File: src/rtl/seg2_bcd_display.sv
// Two-digit common-anode 7-segment back-end: converts a 0-99 binary count to BCD
// with a serial shift-add-3 engine and multiplexes the digits onto the display.
module seg2_bcd_display #(
  parameter int unsigned REFRESH_DIV = 50000,
  parameter bit          BLANK_LZ    = 1'b1
) (
  input  logic       CLK,
  input  logic       rst,
  input  logic [6:0] value,
  output logic [6:0] seg,
  output logic [1:0] an,
  output logic       ovf,
  output logic       busy
);

  localparam int unsigned VAL_W  = 7;
  localparam int unsigned BCD_W  = 8;
  localparam int unsigned NIB_W  = 4;
  localparam int unsigned CNT_W  = 3;
  localparam int unsigned SEG_W  = 7;
  localparam int unsigned RCNT_W = (REFRESH_DIV > 2) ? $clog2(REFRESH_DIV) : 1;

  localparam logic [VAL_W-1:0]  VAL_MAX    = VAL_W'(99);
  localparam logic [CNT_W-1:0]  LAST_SHIFT = CNT_W'(VAL_W - 1);
  localparam logic [RCNT_W-1:0] RCNT_LAST  = RCNT_W'(REFRESH_DIV - 1);
  localparam logic [SEG_W-1:0]  SEG_BLANK  = 7'h7F;

  typedef enum logic [1:0] {
    IDLE  = 2'd0,
    SHIFT = 2'd1,
    DONE  = 2'd2
  } state_t;

  state_t             state;
  logic [VAL_W-1:0]   shreg;
  logic [BCD_W-1:0]   scratch;
  logic [CNT_W-1:0]   cnt;
  logic               ovf_next;
  logic [NIB_W-1:0]   tens;
  logic [NIB_W-1:0]   ones;
  logic [RCNT_W-1:0]  rcnt;
  logic               sel;

  logic [BCD_W-1:0]   bcd_adj;
  logic [VAL_W-1:0]   value_clamped;
  logic [NIB_W-1:0]   digit;
  logic               blank;

  // Active-low {g,f,e,d,c,b,a} patterns; non-decimal nibbles stay dark.
  function automatic logic [SEG_W-1:0] decode(input logic [NIB_W-1:0] d);
    logic [SEG_W-1:0] s;
    s = SEG_BLANK;
    case (d)
      4'd0:    s = 7'h40;
      4'd1:    s = 7'h79;
      4'd2:    s = 7'h24;
      4'd3:    s = 7'h30;
      4'd4:    s = 7'h19;
      4'd5:    s = 7'h12;
      4'd6:    s = 7'h02;
      4'd7:    s = 7'h78;
      4'd8:    s = 7'h00;
      4'd9:    s = 7'h10;
      default: s = SEG_BLANK;
    endcase
    return s;
  endfunction

  // Add-3 correction applied to each BCD nibble before every shift.
  always_comb begin
    bcd_adj = scratch;
    if (scratch[3:0] >= 4'd5) bcd_adj[3:0] = scratch[3:0] + 4'd3;
    if (scratch[7:4] >= 4'd5) bcd_adj[7:4] = scratch[7:4] + 4'd3;
  end

  assign value_clamped = (value > VAL_MAX) ? VAL_MAX : value;

  // Converter FSM: IDLE captures, SHIFT runs seven double-dabble steps, DONE publishes.
  always_ff @(posedge CLK) begin
    if (rst) begin
      state    <= IDLE;
      shreg    <= '0;
      scratch  <= '0;
      cnt      <= '0;
      ovf_next <= 1'b0;
      tens     <= '0;
      ones     <= '0;
      ovf      <= 1'b0;
      busy     <= 1'b0;
    end else begin
      case (state)
        IDLE: begin
          shreg    <= value_clamped;
          scratch  <= '0;
          ovf_next <= (value > VAL_MAX);
          cnt      <= '0;
          busy     <= 1'b1;
          state    <= SHIFT;
        end
        SHIFT: begin
          scratch <= {bcd_adj[BCD_W-2:0], shreg[VAL_W-1]};
          shreg   <= {shreg[VAL_W-2:0], 1'b0};
          cnt     <= cnt + CNT_W'(1);
          if (cnt == LAST_SHIFT) state <= DONE;
        end
        DONE: begin
          tens  <= scratch[7:4];
          ones  <= scratch[3:0];
          ovf   <= ovf_next;
          busy  <= 1'b0;
          state <= IDLE;
        end
        default: begin
          busy  <= 1'b0;
          state <= IDLE;
        end
      endcase
    end
  end

  // Refresh divider: each digit stays lit for REFRESH_DIV cycles.
  always_ff @(posedge CLK) begin
    if (rst) begin
      rcnt <= '0;
      sel  <= 1'b0;
    end else if (rcnt == RCNT_LAST) begin
      rcnt <= '0;
      sel  <= ~sel;
    end else begin
      rcnt <= rcnt + RCNT_W'(1);
    end
  end

  assign digit = sel ? tens : ones;
  assign blank = BLANK_LZ && sel && (tens == '0);

  // Segment and anode drive share one register so they switch on the same edge.
  always_ff @(posedge CLK) begin
    if (rst) begin
      seg <= 7'h40;
      an  <= 2'b10;
    end else begin
      seg <= blank ? SEG_BLANK : decode(digit);
      an  <= sel ? 2'b01 : 2'b10;
    end
  end

endmodule
File: config.mk
export PLATFORM = sky130hd
export DESIGN_NAME = seg2_bcd_display
export DESIGN_NICKNAME = d
export VERILOG_FILES = /design/src/rtl/seg2_bcd_display.sv
export SDC_FILE = /design/constraint.sdc
export NUM_CORES = 1
export LEC_CHECK = 0
export CAP_MARGIN = 20
export CELL_PAD_IN_SITES_DETAIL_PLACEMENT = 1
export CELL_PAD_IN_SITES_GLOBAL_PLACEMENT = 2
export CORE_ASPECT_RATIO = 0.7
export CORE_MARGIN = 2
export CORE_UTILIZATION = 40
export CTS_BUF_LIST = sky130_fd_sc_hd__clkbuf_4 sky130_fd_sc_hd__clkbuf_8
export CTS_CLUSTER_DIAMETER = 60
export DETAILED_ROUTE_END_ITERATION = 16
export HOLD_SLACK_MARGIN = 0.03
export PLACE_DENSITY_LB_ADDON = 0.1
export SLEW_MARGIN = 20
export SYNTH_ARGS = -nofsm -noshare
export SYNTH_HDL_FRONTEND = slang
export SYNTH_SLANG_ARGS = --single-unit
File: constraint.sdc
create_clock -name CLK -period 4.71 [get_ports CLK]
set_input_delay 0.942 -clock CLK [delete_from_list [all_inputs] [get_ports CLK]]
set_output_delay 0.942 -clock CLK [all_outputs]
set_load 0.1 [all_outputs]
=== After elaboration in Yosys (flattened, before gate mapping) ===
Memories as Yosys holds them, arrays and structs flattened.
Index checks and enable logic that the tools add are counted.

* Add/sub/neg operators: 4
* Order comparisons: 3
* Bitwise gates (word level): 1
* Reductions and logical operators: 6
* Muxes and demuxes: 12
* Equal/unequal tests: 5

{| class="wikitable"
|+ Operators by type and width
! kind !! number
|-
| adder 16 x 1 -> 16 bit (second input constant) || 1
|-
| == test 16 bit (second input constant) || 1
|-
| one-hot mux 8 bit (2 select lines) || 1
|-
| one-hot mux 7 bit (2 select lines) || 1
|-
| >= comparator 4 x 3 -> 1 bit (second input constant) || 2
|-
| 2-to-1 mux 4 bit || 2
|-
| > comparator 7 bit (second input constant) || 1
|-
| 2-to-1 mux 7 bit || 1
|-
| 2-to-1 mux 6 bit || 1
|-
| one-hot mux 3 bit (2 select lines) || 1
|-
| adder 4 x 2 -> 4 bit (second input constant) || 1
|-
| logical NOT 4 bit || 1
|-
| 2-to-1 mux 2 bit || 2
|-
| one-hot mux 2 bit (2 select lines) || 1
|-
| OR reduction 2 bit || 2
|-
| adder 3 x 1 -> 3 bit (second input constant) || 1
|-
| adder 3 x 2 -> 3 bit (second input constant) || 1
|-
| == test 3 bit (second input constant) || 1
|-
| 2-to-1 mux 3 bit || 1
|-
| == test 2 x 1 -> 1 bit (second input constant) || 1
|-
| == test 2 bit (second input constant) || 1
|-
| logical NOT 2 bit || 1
|-
| != test 2 bit (second input constant) || 1
|-
| one-hot mux 1 bit (2 select lines) || 1
|-
| other kinds (3) || 3
|}

* ROM bits: 112
* Logic and storage cells: 46
* Memories: 1
* Output and inout port bits: 11
* Flip-flop bits (word level): 57

{| class="wikitable"
|+ Memories
! name !! words !! width !! read ports !! clocked after Yosys merged registers in !! wr ports !! line !! source
|-
| (no name shown) || 16 || 7 || 1 || 0 || 0 || 53 || <nowiki>case (d)</nowiki>
|}

=== Longest topological paths before layout ===
Gate-level depths: netlist of run 1.

* Depth in word-level cells: 3
* Depth in mapped cells: 8
* Gate-level depth less buffers: 7

=== Least setup slack after synthesis of run 1 ===
OpenSTA, ideal clock, no wires.

* Path kind: register -> output
* From: register busy
* To: output port busy
* Cell stages (with the launch flop): 1
* Required time: 3.768 ns
* Path buffers: 0
* Arrival time: 0.924 ns
* Slack: 2.844 ns
* Cell sequence: dfxtp_1

{| class="wikitable"
|+ RTL lines
! element !! line !! source
|-
| start: declaration || 13 || <nowiki>output logic busy</nowiki>
|-
| start signal: assignment || 89 || <nowiki>busy <= 1'b0;</nowiki>
|-
| start signal: assignment || 97 || <nowiki>busy <= 1'b1;</nowiki>
|-
| start signal: assignment || 110 || <nowiki>busy <= 1'b0;</nowiki>
|}

No word-level cell between the ends.

=== Worst setup path after layout of run 1 ===
* From: register ovf
* To: output port ovf

{| class="wikitable"
|+ RTL lines
! element !! line !! source
|-
| start: declaration || 12 || <nowiki>output logic ovf,</nowiki>
|-
| start signal: assignment || 109 || <nowiki>ovf <= ovf_next;</nowiki>
|}

No word-level cell between the ends.

==> qor.txt, run 1 <==
areal power density over the cells: 329.2 nW/um^2
post-synth top area share: 0.4335
initial antenna violation count: 0
slowest cell on the critical path: sky130_fd_sc_hd__clkdlybuf4s50_1
hold-fix buffer count after cts: 0
half-perimeter wire length of the detailed placement result: 4026 um
Post-Syn Area: 2633 um^2
width of the chip: 101.0 um
headroom to the max-slew limit: 0.3468
Setup crit end kind: primary output
per-instance average area after synthesis: 8.603 um^2
Worst-Margin Slew: 0.9767 ns
clock tree from TritonCTS: yes
effective utilization at floorplan: 0.4175
setup tns final: 0 ns
CP max FO: 2
crit path launch type: register
Syn Inst Count: 306
Tot GR Track Use: 0.1769
antenna cells: 0
number of max-slew violations in the final report: 0
final hold violations: 0
pin count of the biggest net entering global routing: 35
layout cells sized above 1: 0.09146
Total Wirelength: 5843 um
buffer count from post-CTS setup fixing: 0
CORE AREA: 6306 um^2
Synth-to-Final Area Change: 16.40%
time the final worst path needs with I/O delays and setup: 2.761 ns
Worst Path Required: 3.77 ns
Register Area: 1141 um^2
residual overflow from global routing: 0
unrepaired setup endpoints after global routing: false
Root Buffer Master: sky130_fd_sc_hd__clkbuf_8
routed length per instance: 14.39 um
share of synthesized area occupied by flip-flops and latches: 0.4335
cells resized by post-CTS repair: 0
post-CTS clock slew at the launch and capture registers of the worst setup and hold paths: 0.06 ns
number of buffers on the longest clock path: 2
Power Total: 1009 uW
Cell Rows: 24
largest stage delay on the critical path: 1.14 ns
number of warning messages in the yosys log: 0
result of the run: completed
count of vias placed by the detailed router: 2,136
number of buffers inserted during clock tree synthesis: 9
worst setup path class: register to primary output
top library cells by usage in the layout, fill and taps aside: sky130_fd_sc_hd__dfxtp_1, sky130_fd_sc_hd__nor2_1, sky130_fd_sc_hd__a21oi_1
Inst Count DP: 391
count of routing violations after the opening detailed-route iteration: 41
final setup margin: 1.949 ns
buffers added on ports: 19
number of global-route vias before repair: 2,126
ratio of routed vias to standard cells: 5.261
y dimension of the die: 71.88 um
area of the multi-input gates: 1350 um^2
share of the cycle needed by the critical path after routing: 0.5863
number of search-and-repair iterations in the first detailed-routing pass: 4
Peak VDD IR: 0.1258 mV
number of H-tree levels: 3
post-synth net total: 327
WP buf/inv: 1
Highest Clock Rate: 362.1 MHz
cells along the critical path: clkdlybuf4s50_1
Worst path top cell family by delay: buffers and inverters
first-pass GRT wire length: 10,060 um
Synth area leader: sky130_fd_sc_hd__dfxtp_1
Final Util: 0.4859
most common cell after layout, fill and taps aside: sky130_fd_sc_hd__dfxtp_1
clock insertion delay at the later pin of the skew report: 0.33 ns
residual DRC count: 0
synth top area cells: sky130_fd_sc_hd__dfxtp_1, sky130_fd_sc_hd__a21oi_1, sky130_fd_sc_hd__ha_1, sky130_fd_sc_hd__nor2_1, sky130_fd_sc_hd__nand2_1
area of the die: 7257 um^2
max cap viols: 0
flip-flop and latch count after synthesis: 57
worst min path class: register to register
worst slack after detailed placement: 1.771 ns
largest clock skew in the final design: 0.008797 ns
count of pins on the block boundary: 20
fill cell count: 759
final weighted congestion of routability-driven global placement: 0.7094
net total in the final layout: 345
number of nets with antenna violations after detailed routing: 0
Post-Layout Cell Count: 406
count of different cell masters after synthesis: 42
arrival time worst endpoint: 1.82 ns
Num Clock Sinks: 57
leakage power summed over all cells: 0.001087 uW
total setup violations reported at the end of the flow: 0
[flip-flops by register name, indices dropped and copies added (netlist names), 2 cells and up]
name	count
scratch	8
an	2
cnt	3
ones	4
tens	4
shreg	7
rcnt	16
state	2
seg	7
[through the flow]
step	instance area, um^2	hold WS (ns)
finish	3064	0.4589
global route	3064	0.4836
CTS	3064	0.4612
detailed placement	2865	0.4518
global placement	2865	0.4408
floorplan	2633	0.4285
[path summary, 6_finish.rpt]
kind / from / end / slack (ns) / cells past startpoint
hold / removal: rcnt[0] / rcnt[0] / 0.46 / 1
hold reg to reg: rcnt[0] / rcnt[0] / 0.46 / 1
setup reg to reg: sel / seg[6] / 2.51 / 6
setup / recovery: ovf / ovf / 1.95 / 1
[logic make-up (layout without fill, tap and decap cells)]
| logic type | count (synthesis) | after routing | synth area share |
|---|---|---|---|
| and+or+nand+nor | 121 | 121 | 0.2291 |
| DFF | 57 | 57 | 0.4335 |
| AOI/OAI and AO/OA | 54 | 54 | 0.1212 |
| buffers and inverters | 33 | 55 | 0.05371 |
| xor gates and xnor gates | 18 | 18 | 0.05989 |
| adders and majority gates | 12 | 12 | 0.05703 |
| muxes | 11 | 11 | 0.04563 |
[layout make-up]
cell class | instances | area share
Clock buffer | 12 | 0.05186
Clock inverter | 3 | 0.01307
Inverter | 19 | 0.02327
Multi-Input combinational cell | 216 | 0.4406
Sequential cell | 57 | 0.3724
Tap cell | 78 | 0.03185
Timing Repair Buffer | 21 | 0.06697
[routing by layer]
layer / vias up / global-route usage / part of all wire
met5: - / 0 / 0
met4: 0 / 0.05405 / 0.0074
met3: 6 / 0.05561 / 0.028
met2: 26 / 0.2874 / 0.46
met1: 1032 / 0.2264 / 0.50
li1: 1072 / - / -
[synth_stat cells (all sizes together)]
master	n
nand3	7
nor3	5
nand2b	5
a21o	1
mux2i	6
nand4	5
o32ai	1
o22ai	4
a31o	1
mux2	5
a22oi	1
o21ai	7
xor2	5
and3	1
clkbuf	5
and2	1
nand4b	1
and4	2
or2	3
nor3b	2
nor4	4
nor2b	5
nor2	40
dfxtp	57
inv	19
nor4b	1
a311oi	1
a221oi	4
ha	12
nor4bb	1
or3	3
xnor2	13
a21oi	33
nand2	32
nand3b	3
o311ai	1
buf	9
[where the power goes]
| part | total [uW] | switching [uW] | internal [uW] |
|---|---|---|---|
| Clock | 465 | 191 | 274 |
| Combinational | 44.2 | 25.0 | 19.2 |
| Sequential | 499 | 8.88 | 490 |
(Power assumes the default switching activity.)
==> run 2, diff against run 1 <==
Settings changed: CORE_UTILIZATION 40 to 33.
Clock period 4.71 ns to 2.45 ns, I/O delays scaled along.
==> qor.txt, run 2 (same netlist as run 1, synthesis figures left out) <==
result of the run: completed (unchanged)
beginning of the worst register-to-register path: sel (unchanged)
half-perimeter wire length of the detailed placement result: 4139 um (was 4026 um)
share of the cycle needed by the critical path after routing: 0.7697
crit path launch type: register (unchanged)
effective utilization at floorplan: 0.3373 (was 0.4175)
residual overflow from global routing: 0 (unchanged)
largest register by flop count: rcnt (unchanged)
buffers added on ports: 19 (unchanged)
Highest Clock Rate: 530.3 MHz
CORE AREA: 7804 um^2 (was 6306 um^2)
y dimension of the die: 78.73 um (was 71.88 um)
count of pins on the block boundary: 20 (unchanged)
CP max FO: 9 (was 2)
clock insertion delay at the later pin of the skew report: 0.34 ns (was 0.33 ns)
Root Buffer Master: sky130_fd_sc_hd__clkbuf_8 (unchanged)
worst min path class: register to register (unchanged)
top library cells by usage in the layout, fill and taps aside: sky130_fd_sc_hd__dfxtp_1, sky130_fd_sc_hd__nor2_1, sky130_fd_sc_hd__a21oi_1 (unchanged)
Worst Path Required: 2.68 ns (was 3.77 ns)
headroom to the max-slew limit: 0.6290 (was 0.3468)
initial antenna violation count: 0 (unchanged)
largest stage delay on the critical path: 0.53 ns (was 1.14 ns)
start point of the critical path: sel (was ovf)
Num Clock Sinks: 57 (unchanged)
first-pass GRT wire length: 10,430 um (was 10,060 um)
count of vias placed by the detailed router: 2,091 (was 2,136)
layout cells sized above 1: 0.1433 (was 0.09146)
clock tree from TritonCTS: yes (unchanged)
largest clock skew in the final design: 0.005771 ns (was 0.008797 ns)
Setup crit end kind: register (was primary output)
cells along the critical path: mux2i_1 -> buf_4 -> inv_1 -> ha_1 -> nor3_1 -> a21oi_1 -> or3_1 (was clkdlybuf4s50_1)
Worst Hold Launch: busy (was rcnt[0])
Synth-to-Final Area Change: 17.49% (was 16.40%)
Tot GR Track Use: 0.1499 (was 0.1769)
max cap viols: 0 (unchanged)
worst setup path class: register to register (was register to primary output)
ratio of routed vias to standard cells: 4.796 (was 5.261)
number of search-and-repair iterations in the first detailed-routing pass: 4 (unchanged)
number of flip-flops under the largest register name: 16 (unchanged)
time the final worst path needs with I/O delays and setup: 1.886 ns
count of routing violations after the opening detailed-route iteration: 102 (was 41)
Worst-Margin Slew: 0.5487 ns (was 0.9767 ns)
Peak VDD IR: 0.2462 mV (was 0.1258 mV)
slowest cell on the critical path: sky130_fd_sc_hd__dfxtp_1 (was sky130_fd_sc_hd__clkdlybuf4s50_1)
final weighted congestion of routability-driven global placement: 0.7529 (was 0.7094)
final hold violations: 0 (unchanged)
Cell Rows: 27 (was 24)
pin count of the biggest net entering global routing: 32 (was 35)
post-CTS clock slew at the launch and capture registers of the worst setup and hold paths: 0.07 ns (was 0.06 ns)
Power Total: 1871 uW (was 1009 uW)
hold-fix buffer count after cts: 0 (unchanged)
setup tns final: 0 ns (unchanged)
areal power density over the cells: 604.9 nW/um^2 (was 329.2 nW/um^2)
number of nets with antenna violations after detailed routing: 0 (unchanged)
Total Wirelength: 5843 um (unchanged)
routed length per instance: 13.40 um (was 14.39 um)
cells resized by post-CTS repair: 0 (unchanged)
WP buf/inv: 2 (was 1)
number of buffers on the longest clock path: 2 (unchanged)
area of the die: 8719 um^2 (was 7257 um^2)
buffer count from post-CTS setup fixing: 0 (unchanged)
width of the chip: 110.8 um (was 101.0 um)
residual DRC count: 0 (unchanged)
arrival time worst endpoint: 2.11 ns (was 1.82 ns)
most common cell after layout, fill and taps aside: sky130_fd_sc_hd__dfxtp_1 (unchanged)
net total in the final layout: 351 (was 345)
unrepaired setup endpoints after global routing: false (unchanged)
largest registers ranked by flip-flop count: rcnt (16), scratch (8) (unchanged)
number of global-route vias before repair: 2,098 (was 2,126)
antenna cells: 0 (unchanged)
Worst path top cell family by delay: flip-flops (was buffers and inverters)
number of H-tree levels: 3 (unchanged)
WHS: 0.4519 ns (was 0.4589 ns)
leakage power summed over all cells: 0.001126 uW (was 0.001087 uW)
number of max-slew violations in the final report: 0 (unchanged)
total setup violations reported at the end of the flow: 0 (unchanged)
number of buffers inserted during clock tree synthesis: 9 (unchanged)
-- run 2: changes by cell type in the layout (fill, tap and decap cells not counted), sizes merged --
cell / before / now
buf: 2 / 19
bufinv: 1 / 0
clkbuf: 12 / 13
clkdlybuf4s50: 19 / 8
clkinv: 2 / 3
-- run 2: final timing paths --
path	endpoint	slack [ns]	cells past startpoint
worst min register to register	busy	0.45	2
worst min-delay path	busy	0.45	2
worst max-delay path	seg[6]	0.56	7
worst max register to register	seg[6]	0.56	7
-- run 2: routing by layer --
| metal | wire length (um) | vias to the layer above | track usage |
|---|---|---|---|
| met5 | 0 | - | 0 |
| met4 | 89 | 0 | 0.05250 |
| met3 | 284 | 10 | 0.05725 |
| met2 | 2472 | 32 | 0.2288 |
| met1 | 2996 | 968 | 0.1949 |
| li1 | - | 1081 | - |
-- run 2: stage by stage --
step	cell area, um^2	cells	utilization	setup WS [ns]
6_report	3093	436	0.3963	0.5641
5_1_grt	3093	436	0.3963	0.3724
4_1_cts	3093	436	0.3963	0.5409
3_5_place_dp	2912	420	0.3731	0.5394
3_3_place_gp	2912	420	0.3731	0.5559
2_1_floorplan	2633	306	-	0.6800
-- run 2: cell type report --
type / instances / area (um^2)
Clock inverter: 3 / 15.01
Sequential cell: 57 / 1141
Clock buffer: 13 / 166.4
Fill cell: 924 / 4711
Multi-Input combinational cell: 216 / 1350
Tap cell: 101 / 126.4
Inverter: 19 / 71.32
Timing Repair Buffer: 27 / 222.7
-- run 2: tightest hold or removal path: cells and delay by family (launching register included) --
kind            cells  cell delay, ns
flops               1            0.31
compound gates      1            0.05
buf+inv             1            0.05
-- run 2: power by group --
group | leakage, uW | switching (uW) | internal [uW]
sequential | 0.000462 | 13.6 | 943
clock | 0.000100 | 383 | 440
combinational | 0.000564 | 51.6 | 40.3
total | 0.00113 | 448 | 1420
==> run 3, diff against run 2 <==
Settings changed: CORE_UTILIZATION 33 to 37.
Clock period 2.45 ns to 1.9 ns, I/O delays scaled along.
==> qor.txt, run 3 (same netlist as run 1, synthesis figures left out) <==
result of the run: completed (unchanged)
slowest cell on the critical path: sky130_fd_sc_hd__dfxtp_1 (unchanged)
number of flip-flops under the largest register name: 16 (unchanged)
area of the die: 7816 um^2 (was 8719 um^2)
half-perimeter wire length of the detailed placement result: 4384 um (was 4139 um)
Tot GR Track Use: 0.1645 (was 0.1499)
number of nets with antenna violations after detailed routing: 0 (unchanged)
Worst path top cell family by delay: simple AND/OR/NAND/NOR gates (was flip-flops)
max cap viols: 0 (unchanged)
Root Buffer Master: sky130_fd_sc_hd__clkbuf_8 (unchanged)
CORE AREA: 6819 um^2 (was 7804 um^2)
number of buffers on the longest clock path: 2 (unchanged)
largest registers ranked by flip-flop count: rcnt (16), scratch (8) (unchanged)
Final Util: 0.4543 (was 0.3963)
power share of the sequential group: 0.532 (was 0.511)
worst setup path class: register to register (unchanged)
time the final worst path needs with I/O delays and setup: 1.718 ns (was 1.886 ns)
cell internal pwr: 1774 uW (was 1423 uW)
buffer count from post-CTS setup fixing: 0 (unchanged)
share of the cycle needed by the critical path after routing: 0.9041 (was 0.7697)
pin count of the biggest net entering global routing: 17 (was 32)
buffers added on ports: 19 (unchanged)
largest register by flop count: rcnt (unchanged)
first-pass GRT wire length: 10,010 um (was 10,430 um)
number of search-and-repair iterations in the first detailed-routing pass: 4 (unchanged)
ratio of routed vias to standard cells: 4.951 (was 4.796)
effective utilization at floorplan: 0.3861 (was 0.3373)
total setup violations reported at the end of the flow: 0 (unchanged)
number of max-slew violations in the final report: 0 (unchanged)
switching share of total power: 0.2348 (was 0.2396)
final weighted congestion of routability-driven global placement: 0.7520 (was 0.7529)
Setup crit end kind: register (unchanged)
number of global-route vias before repair: 2,072 (was 2,098)
antenna cells: 0 (unchanged)
Highest Clock Rate: 582.2 MHz (was 530.3 MHz)
residual overflow from global routing: 0 (unchanged)
count of pins on the block boundary: 20 (unchanged)
largest clock skew in the final design: 0.006421 ns (was 0.005771 ns)
CP max FO: 5 (was 9)
top library cells by usage in the layout, fill and taps aside: sky130_fd_sc_hd__dfxtp_1, sky130_fd_sc_hd__nor2_1, sky130_fd_sc_hd__a21oi_1 (unchanged)
power spent charging and discharging nets: 544.3 uW (was 448.3 uW)
Worst Path Required: 2.11 ns (was 2.68 ns)
WHS: 0.4627 ns (was 0.4519 ns)
y dimension of the die: 74.57 um (was 78.73 um)
Worst-Margin Slew: 0.6538 ns (was 0.5487 ns)
final hold violations: 0 (unchanged)
areal power density over the cells: 748.4 nW/um^2 (was 604.9 nW/um^2)
clock insertion delay at the later pin of the skew report: 0.32 ns (was 0.34 ns)
worst min path class: register to register (unchanged)
largest stage delay on the critical path: 0.43 ns (was 0.53 ns)
count of routing violations after the opening detailed-route iteration: 60 (was 102)
routed length per instance: 13.88 um (was 13.40 um)
Total Wirelength: 5996 um (was 5843 um)
width of the chip: 104.8 um (was 110.8 um)
count of vias placed by the detailed router: 2,139 (was 2,091)
number of H-tree levels: 3 (unchanged)
hold-fix buffer count after cts: 0 (unchanged)
setup tns final: 0 ns (unchanged)
Cell Rows: 25 (was 27)
leakage power summed over all cells: 0.001138 uW (was 0.001126 uW)
WP buf/inv: 0 (was 2)
most common cell after layout, fill and taps aside: sky130_fd_sc_hd__dfxtp_1 (unchanged)
cells resized by post-CTS repair: 0 (unchanged)
crit path launch type: register (unchanged)
layout cells sized above 1: 0.1509 (was 0.1433)
net total in the final layout: 355 (was 351)
number of buffers inserted during clock tree synthesis: 9 (unchanged)
Num Clock Sinks: 57 (unchanged)
cells along the critical path: mux2_2 -> ha_1 -> nor3_1 -> a21oi_1 -> or3_1 (was mux2i_1 -> buf_4 -> inv_1 -> ha_1 -> nor3_1 -> a21oi_1 -> or3_1)
Synth-to-Final Area Change: 17.68% (was 17.49%)
Power Total: 2319 uW (was 1871 uW)
initial antenna violation count: 0 (unchanged)
headroom to the max-slew limit: 0.5580 (was 0.6290)
relative contribution of the clock network to total power: 0.416 (was 0.440)
clock tree from TritonCTS: yes (unchanged)
Peak VDD IR: 0.3698 mV (was 0.2462 mV)
post-CTS clock slew at the launch and capture registers of the worst setup and hold paths: 0.06 ns (was 0.07 ns)
unrepaired setup endpoints after global routing: false (unchanged)
proportion of power drawn by combinational gates: 0.052 (was 0.049)
residual DRC count: 0 (unchanged)
arrival time worst endpoint: 1.92 ns (was 2.11 ns)
run 3: final timing paths:
| check | start | to | slack, ns | depth (start not counted) |
|---|---|---|---|---|
| setup / recovery | sel | seg[6] | 0.18 | 5 |
| hold / removal | ones[0] | ones[0] | 0.46 | 2 |
| setup reg to reg | sel | seg[6] | 0.18 | 5 |
| hold reg to reg | ones[0] | ones[0] | 0.46 | 2 |
run 3: tightest hold or removal path, delay by kind of cell (launching register included):
family	cells	cell delay, ns
and+or+nand+nor	1	0.05
AOI/OAI and AO/OA	1	0.06
DFF	1	0.31
run 3: area by class of cell:
class                   instances  area, um^2
well taps                      94       117.6
repair buffers                 31       252.7
flip-flops and latches         57        1141
clock buffers                  11       145.1
multi-input cells             216        1350
inverters                      19       71.32
fillers                       820        3721
clock inverters                 4       20.02
run 3: metal layers:
metal,global-route usage,up-vias,part of all wire
met5,0,-,0
met4,0.05333,0,0.011
met3,0.05259,8,0.039
met2,0.2771,33,0.45
met1,0.2042,1009,0.50
li1,-,1089,-
run 3: power groups by stage:
stage	combinational [uW]	sequential [uW]	clock, uW
2_1_floorplan	68.0	1260	0
3_3_place_gp	120	1260	0
3_5_place_dp	124	1260	0
4_1_cts	125	1230	1010
5_1_grt	134	1240	1070
6_report	122	1230	963
run 3: stage by stage:
step           cell area (um^2)  setup slack [ns]  std cells
6_report                   3098            0.1823        432
5_1_grt                    3098           0.07573        432
4_1_cts                    3098            0.1751        432
3_5_place_dp               2933           0.06869        417
3_3_place_gp               2933            0.1569        417
2_1_floorplan              2633            0.1300        306
